$ cat config.mk
export PLATFORM = sky130hd
export DESIGN_NAME = fu_wb_arbiter
export DESIGN_NICKNAME = d
export VERILOG_FILES = /design/src/rtl/fu_wb_arbiter_pkg.sv /design/src/rtl/fu_wb_arbiter_rr_pick.sv /design/src/rtl/fu_wb_arbiter.sv
export SDC_FILE = /design/constraint.sdc
export NUM_CORES = 1
export LEC_CHECK = 0
export CAP_MARGIN = 20
export CORE_MARGIN = 8
export CORE_UTILIZATION = 45
export DETAILED_ROUTE_END_ITERATION = 7
export HOLD_SLACK_MARGIN = 0.02
export PLACE_DENSITY = 0.78
export SLEW_MARGIN = 10
export SYNTH_ARGS = -nofsm -noshare
export SYNTH_HDL_FRONTEND = slang
export SYNTH_SLANG_ARGS = --single-unit
$ cat constraint.sdc
create_clock -name i_clk -period 6.96 [get_ports i_clk]
set_input_delay 0.696 -clock i_clk [delete_from_list [all_inputs] [get_ports i_clk]]
set_output_delay 0.696 -clock i_clk [all_outputs]
set_load 0.01 [all_outputs]
$ cat src/rtl/fu_wb_arbiter_pkg.sv
// Shared FU identifiers and default widths for the write-back path.
// These values are also used by the scoreboard.
package fu_wb_arbiter_pkg;

  localparam int N_FU = 5;
  localparam int DW   = 32;
  localparam int RW   = 5;

  typedef enum logic [2:0] {
    FU_ALU  = 3'd0,
    FU_MEM  = 3'd1,
    FU_MUL  = 3'd2,
    FU_DIV  = 3'd3,
    FU_JUMP = 3'd4
  } fu_id_e;

endpackage

$ cat src/rtl/fu_wb_arbiter_rr_pick.sv
// Rotate-priority picker: the first set request at or after i_ptr wins.
// The search runs in ascending order and wraps from NUM-1 to 0.
module rr_pick
  import fu_wb_arbiter_pkg::*;
#(
  parameter int NUM = N_FU,
  parameter int PW  = $clog2(NUM)
) (
  input  logic [NUM-1:0] i_req,
  input  logic [PW-1:0]  i_ptr,
  output logic           o_gnt_valid,
  output logic [PW-1:0]  o_gnt_idx
);

  always_comb begin
    logic [PW-1:0] w_idx;
    o_gnt_valid = 1'b0;
    o_gnt_idx   = '0;
    w_idx       = i_ptr;
    for (int k = 0; k < NUM; k++) begin
      if (!o_gnt_valid && i_req[w_idx]) begin
        o_gnt_valid = 1'b1;
        o_gnt_idx   = w_idx;
      end
      w_idx = (w_idx == PW'(NUM - 1)) ? '0 : w_idx + 1'b1;
    end
  end

endmodule

$ cat src/rtl/fu_wb_arbiter.sv
// Write-back arbiter: holds one result per functional unit.
// Each cycle it retires one held result to the register file, using round-robin order.
module fu_wb_arbiter
  import fu_wb_arbiter_pkg::*;
#(
  parameter int NUM_FU = N_FU,
  parameter int DATA_W = DW,
  parameter int REG_W  = RW,
  parameter int PW     = $clog2(NUM_FU)
) (
  input  logic                     i_clk,
  input  logic                     i_rst,
  input  logic [NUM_FU-1:0]        i_fu_finish,
  input  logic [NUM_FU*DATA_W-1:0] i_fu_data,
  input  logic [NUM_FU*REG_W-1:0]  i_fu_rd,
  output logic [NUM_FU-1:0]        o_fu_slot_busy,
  output logic                     o_wb_valid,
  output logic                     o_wb_we,
  output logic [REG_W-1:0]         o_wb_rd,
  output logic [DATA_W-1:0]        o_wb_data,
  output logic [PW-1:0]            o_wb_fu,
  output logic                     o_err_overflow
);

  logic [NUM_FU-1:0] r_slot_valid;
  logic [REG_W-1:0]  r_slot_rd   [NUM_FU];
  logic [DATA_W-1:0] r_slot_data [NUM_FU];
  logic [PW-1:0]     r_rr_ptr;

  logic              w_gnt_valid;
  logic [PW-1:0]     w_gnt_idx;
  logic [NUM_FU-1:0] w_gnt_mask;
  logic [NUM_FU-1:0] w_load;
  logic [NUM_FU-1:0] w_ovf;
  logic [REG_W-1:0]  w_in_rd   [NUM_FU];
  logic [DATA_W-1:0] w_in_data [NUM_FU];

  rr_pick #(.NUM(NUM_FU), .PW(PW)) u_pick (
    .i_req       (r_slot_valid),
    .i_ptr       (r_rr_ptr),
    .o_gnt_valid (w_gnt_valid),
    .o_gnt_idx   (w_gnt_idx)
  );

  always_comb begin
    w_gnt_mask = '0;
    if (w_gnt_valid) w_gnt_mask[w_gnt_idx] = 1'b1;
  end

  // A slot can take a new result only if it is empty or it is being drained this edge.
  generate
    for (genvar gi = 0; gi < NUM_FU; gi++) begin : g_slot
      assign w_in_rd[gi]   = i_fu_rd[gi*REG_W +: REG_W];
      assign w_in_data[gi] = i_fu_data[gi*DATA_W +: DATA_W];
      assign w_load[gi]    = i_fu_finish[gi] && (!r_slot_valid[gi] || w_gnt_mask[gi]);
      assign w_ovf[gi]     = i_fu_finish[gi] && r_slot_valid[gi] && !w_gnt_mask[gi];
    end
  endgenerate

  always_ff @(posedge i_clk or posedge i_rst) begin
    if (i_rst) begin
      r_slot_valid <= '0;
      for (int i = 0; i < NUM_FU; i++) begin
        r_slot_rd[i]   <= '0;
        r_slot_data[i] <= '0;
      end
    end else begin
      for (int i = 0; i < NUM_FU; i++) begin
        if (w_load[i]) begin
          r_slot_valid[i] <= 1'b1;
          r_slot_rd[i]    <= w_in_rd[i];
          r_slot_data[i]  <= w_in_data[i];
        end else if (w_gnt_mask[i]) begin
          r_slot_valid[i] <= 1'b0;
        end
      end
    end
  end

  logic              r_wb_valid;
  logic              r_wb_we;
  logic [REG_W-1:0]  r_wb_rd;
  logic [DATA_W-1:0] r_wb_data;
  logic [PW-1:0]     r_wb_fu;
  logic              r_err_overflow;

  always_ff @(posedge i_clk or posedge i_rst) begin
    if (i_rst) begin
      r_rr_ptr       <= '0;
      r_wb_valid     <= 1'b0;
      r_wb_we        <= 1'b0;
      r_wb_rd        <= '0;
      r_wb_data      <= '0;
      r_wb_fu        <= '0;
      r_err_overflow <= 1'b0;
    end else begin
      r_wb_valid <= w_gnt_valid;
      r_wb_we    <= w_gnt_valid && (r_slot_rd[w_gnt_idx] != '0);
      if (w_gnt_valid) begin
        r_wb_rd   <= r_slot_rd[w_gnt_idx];
        r_wb_data <= r_slot_data[w_gnt_idx];
        r_wb_fu   <= w_gnt_idx;
        r_rr_ptr  <= (w_gnt_idx == PW'(NUM_FU - 1)) ? '0 : w_gnt_idx + 1'b1;
      end
      if (|w_ovf) r_err_overflow <= 1'b1;
    end
  end

  assign o_fu_slot_busy = r_slot_valid;
  assign o_wb_valid     = r_wb_valid;
  assign o_wb_we        = r_wb_we;
  assign o_wb_rd        = r_wb_rd;
  assign o_wb_data      = r_wb_data;
  assign o_wb_fu        = r_wb_fu;
  assign o_err_overflow = r_err_overflow;

endmodule

==> results_dict.tcl <==
set metrics [dict create \
    antenna_found_initial 7 \
    layout_commonest_cell "clkdlybuf4s50_1" \
    critPathLaunchType "flop" \
    cp_data_arrival_time_ns 5.94 \
    vias 8237 \
    firstDrtPassIters 5 \
    syn_to_final_growth_pct 31.83 \
    rsz0062_at_grt "no" \
    grt_usage_pct 21.02 \
    port_buffers 239 \
    synth_cell_types 77 \
    drv_cap 0 \
    final-max-slew-violation-count 0 \
    crit_chain "inv_1, ha_1, a21oi_2, mux4_2, a21boi_2, o2111ai_1, and4b_1, or3_1, nand2_2, o31a_1, nor2b_4, buf_4, mux2_4" \
    routed_wl_um 32510 \
    clock_path_buffers 3 \
    root_buffer "clkbuf_16" \
    multi_input_area_um2 5019 \
    yosysSeqAreaShare_pct 52.35 \
    finalNetCount 1306 \
    cts_setup_buffers 0 \
    die_y_um 174.3 \
    cts_tree "done" \
    cts_max_level 1 \
    slew_headroom_pct 31.19 \
    syn-cell-area_um2 11280 \
    fin_tns_setup_ns 0 \
    hold_buffers 0 \
    cts_resized 0 \
    clock_skew_ns 0.02006 \
    r2r_cells 13 \
    drive_above_1_share_pct 23.60 \
    routedWlPerCell_um 22.25 \
    synth.top_cell.area_share_pct 52.35 \
    hpwl_um 22370 \
    outcome "finished clean" \
    grt_pass1_wl_um 51050 \
    worstPathMaxFanout 21 \
    place.gp.congestion 0.9031 \
    synth-edff-count 0 \
    ys_ff_latch 236 \
    r2r_start "r_rr_ptr[0]" \
    seqCellArea_um2 5906 \
    max_stage_delay_ns 0.71 \
    async_flop_share_pct 100.0 \
    grt_overflow 0 \
    startpoint "r_rr_ptr[0]" \
    path_clk_slew_ns 0.06 \
    start_util_pct 45.32 \
    vias_per_cell 5.638 \
    syn-num-nets 1081 \
    grt_max_degree 189 \
    synthTopCellsByArea "dfrtp_1, mux2_2, mux2_4, mux2i_1, mux2_1" \
    synth_area_per_cell_um2 12.78 \
    path_class "reg2reg" \
    die_w_um 174.3 \
    clock_latency_ns 0.54 \
    grt_pass1_vias 8847 \
    drt_iter0_drc 539 \
    cts_inserted_buffers 26 \
    cts_sinks 236 \
    fmax_mhz 180.6 \
    ant_nets 0 \
    tightestPinTransition_ns 1.032 \
    period_minus_slack_ns 5.538 \
    slowest_stage "nor2b_4" \
    row_count 58 \
    yosys_warnings 0 \
    die-area_um2 30390 \
    setup_violations 0 \
    syn_inst 883 \
    post-route-period-util_pct 79.58 \
    cp.required_ns 7.37 \
    io_pins 240 \
    cp-end-kind "flop" \
    drcViolationCount 0 \
    hold_viol_final 0 \
    core_um2 24890 \
    hp-class "in2async" \
    synth_top_flop_cell "dfrtp_1" \
    final_cell_mix "clkdlybuf4s50_1, dfrtp_1, mux2_2" \
    yosysTopAreaCell "dfrtp_1" \
    fillCellCount 1987 \
]
## flip-flops by register name, indices dropped and copies added (netlist names)
name,cells
r_slot_data,160
o_wb_data,32
r_slot_rd,25
o_fu_slot_busy,5
o_wb_rd,5
o_wb_fu,3
r_rr_ptr,3
o_err_overflow,1
o_wb_valid,1
o_wb_we,1
## per-stage QoR
stage               worst slack [ns]  hold WS, ns  area, µm²  utilization [%]  cells
CTS                            1.457       0.4874      14810            59.52   1455
floorplan                      2.912       0.4522      11280                -    883
global route                  0.9922       0.4773      14870            59.74   1460
global placement               1.539       0.4614      13880            55.78   1407
detailed placement             1.498       0.4744      13910            55.89   1408
finish                         1.422       0.4605      14870            59.75   1461
## final timing paths
check,end,slack (ns)
min in group i_clk,o_wb_fu[0],0.48
max,r_slot_data[138],1.42
min reg2reg,o_wb_fu[0],0.48
min,r_slot_data[130],0.46
max reg2reg,r_slot_data[138],1.42
max in group asynchronous,o_fu_slot_busy[4],5.19
## Yosys cell counts, types with 3 or more instances
library cell  instances
a211oi_1              5
a21oi_1              46
mux2_2              149
nand3_1              26
nor3_1                3
nor2b_1               7
nand2_2               3
nor2_1               13
a22o_1               16
mux2_4               30
o21ai_0              27
mux2_1               32
inv_1                10
nand2b_1              6
a22oi_1              18
o221ai_1             18
clkbuf_1             15
dfrtp_1             236
o21a_1                3
o21ai_1               3
buf_8                 3
buf_4                11
buf_2                19
a31oi_1               3
a21o_1                3
buf_1                 5
ha_1                  6
buf_6                 4
o211ai_1              4
mux2i_1              43
or2_2                 4
nand2_1              52
## kinds of logic (layout without fill, tap and decap cells)
| kind of cell | count (synthesis) | after routing | synth area share (%) |
|---|---|---|---|
| AOI/OAI and AO/OA | 181 | 181 | 11.30 |
| xor gates and xnor gates | 2 | 2 | 0.1553 |
| adders and majority gates | 6 | 6 | 0.6655 |
| buffers and inverters | 70 | 314 | 3.472 |
| DFF | 236 | 236 | 52.35 |
| muxes | 255 | 255 | 26.08 |
| other | 0 | 4 | 0 |
| and+or+nand+nor | 133 | 133 | 5.978 |
## area by class of cell
type,count,area share (%)
Clock buffer,37,5.124
Timing Repair Buffer,254,17.28
Inverter,13,0.3534
Sequential cell,236,39.71
Multi-Input combinational cell,577,33.75
Tap cell,330,2.776
Antenna cell,4,0.06731
Clock inverter,10,0.9423
## metal layers
metal	part of all wire, %	GRT usage, %
met3	6.8	5.272
met5	0.14	0
met1	43	27.57
met4	3.3	7.232
met2	47	33.38
## critical path, delay by kind of cell, from the launching register on
kind / cells / cell delay, ns
mux: 2 / 0.89
buf+inv: 2 / 0.62
compound gates: 4 / 1.32
fa+ha+maj: 1 / 0.37
simple gates: 4 / 1.55
flops: 1 / 0.67
Power is not shown: default switching activity piles up to over one toggle a cycle in this logic, so the estimate is an artifact.
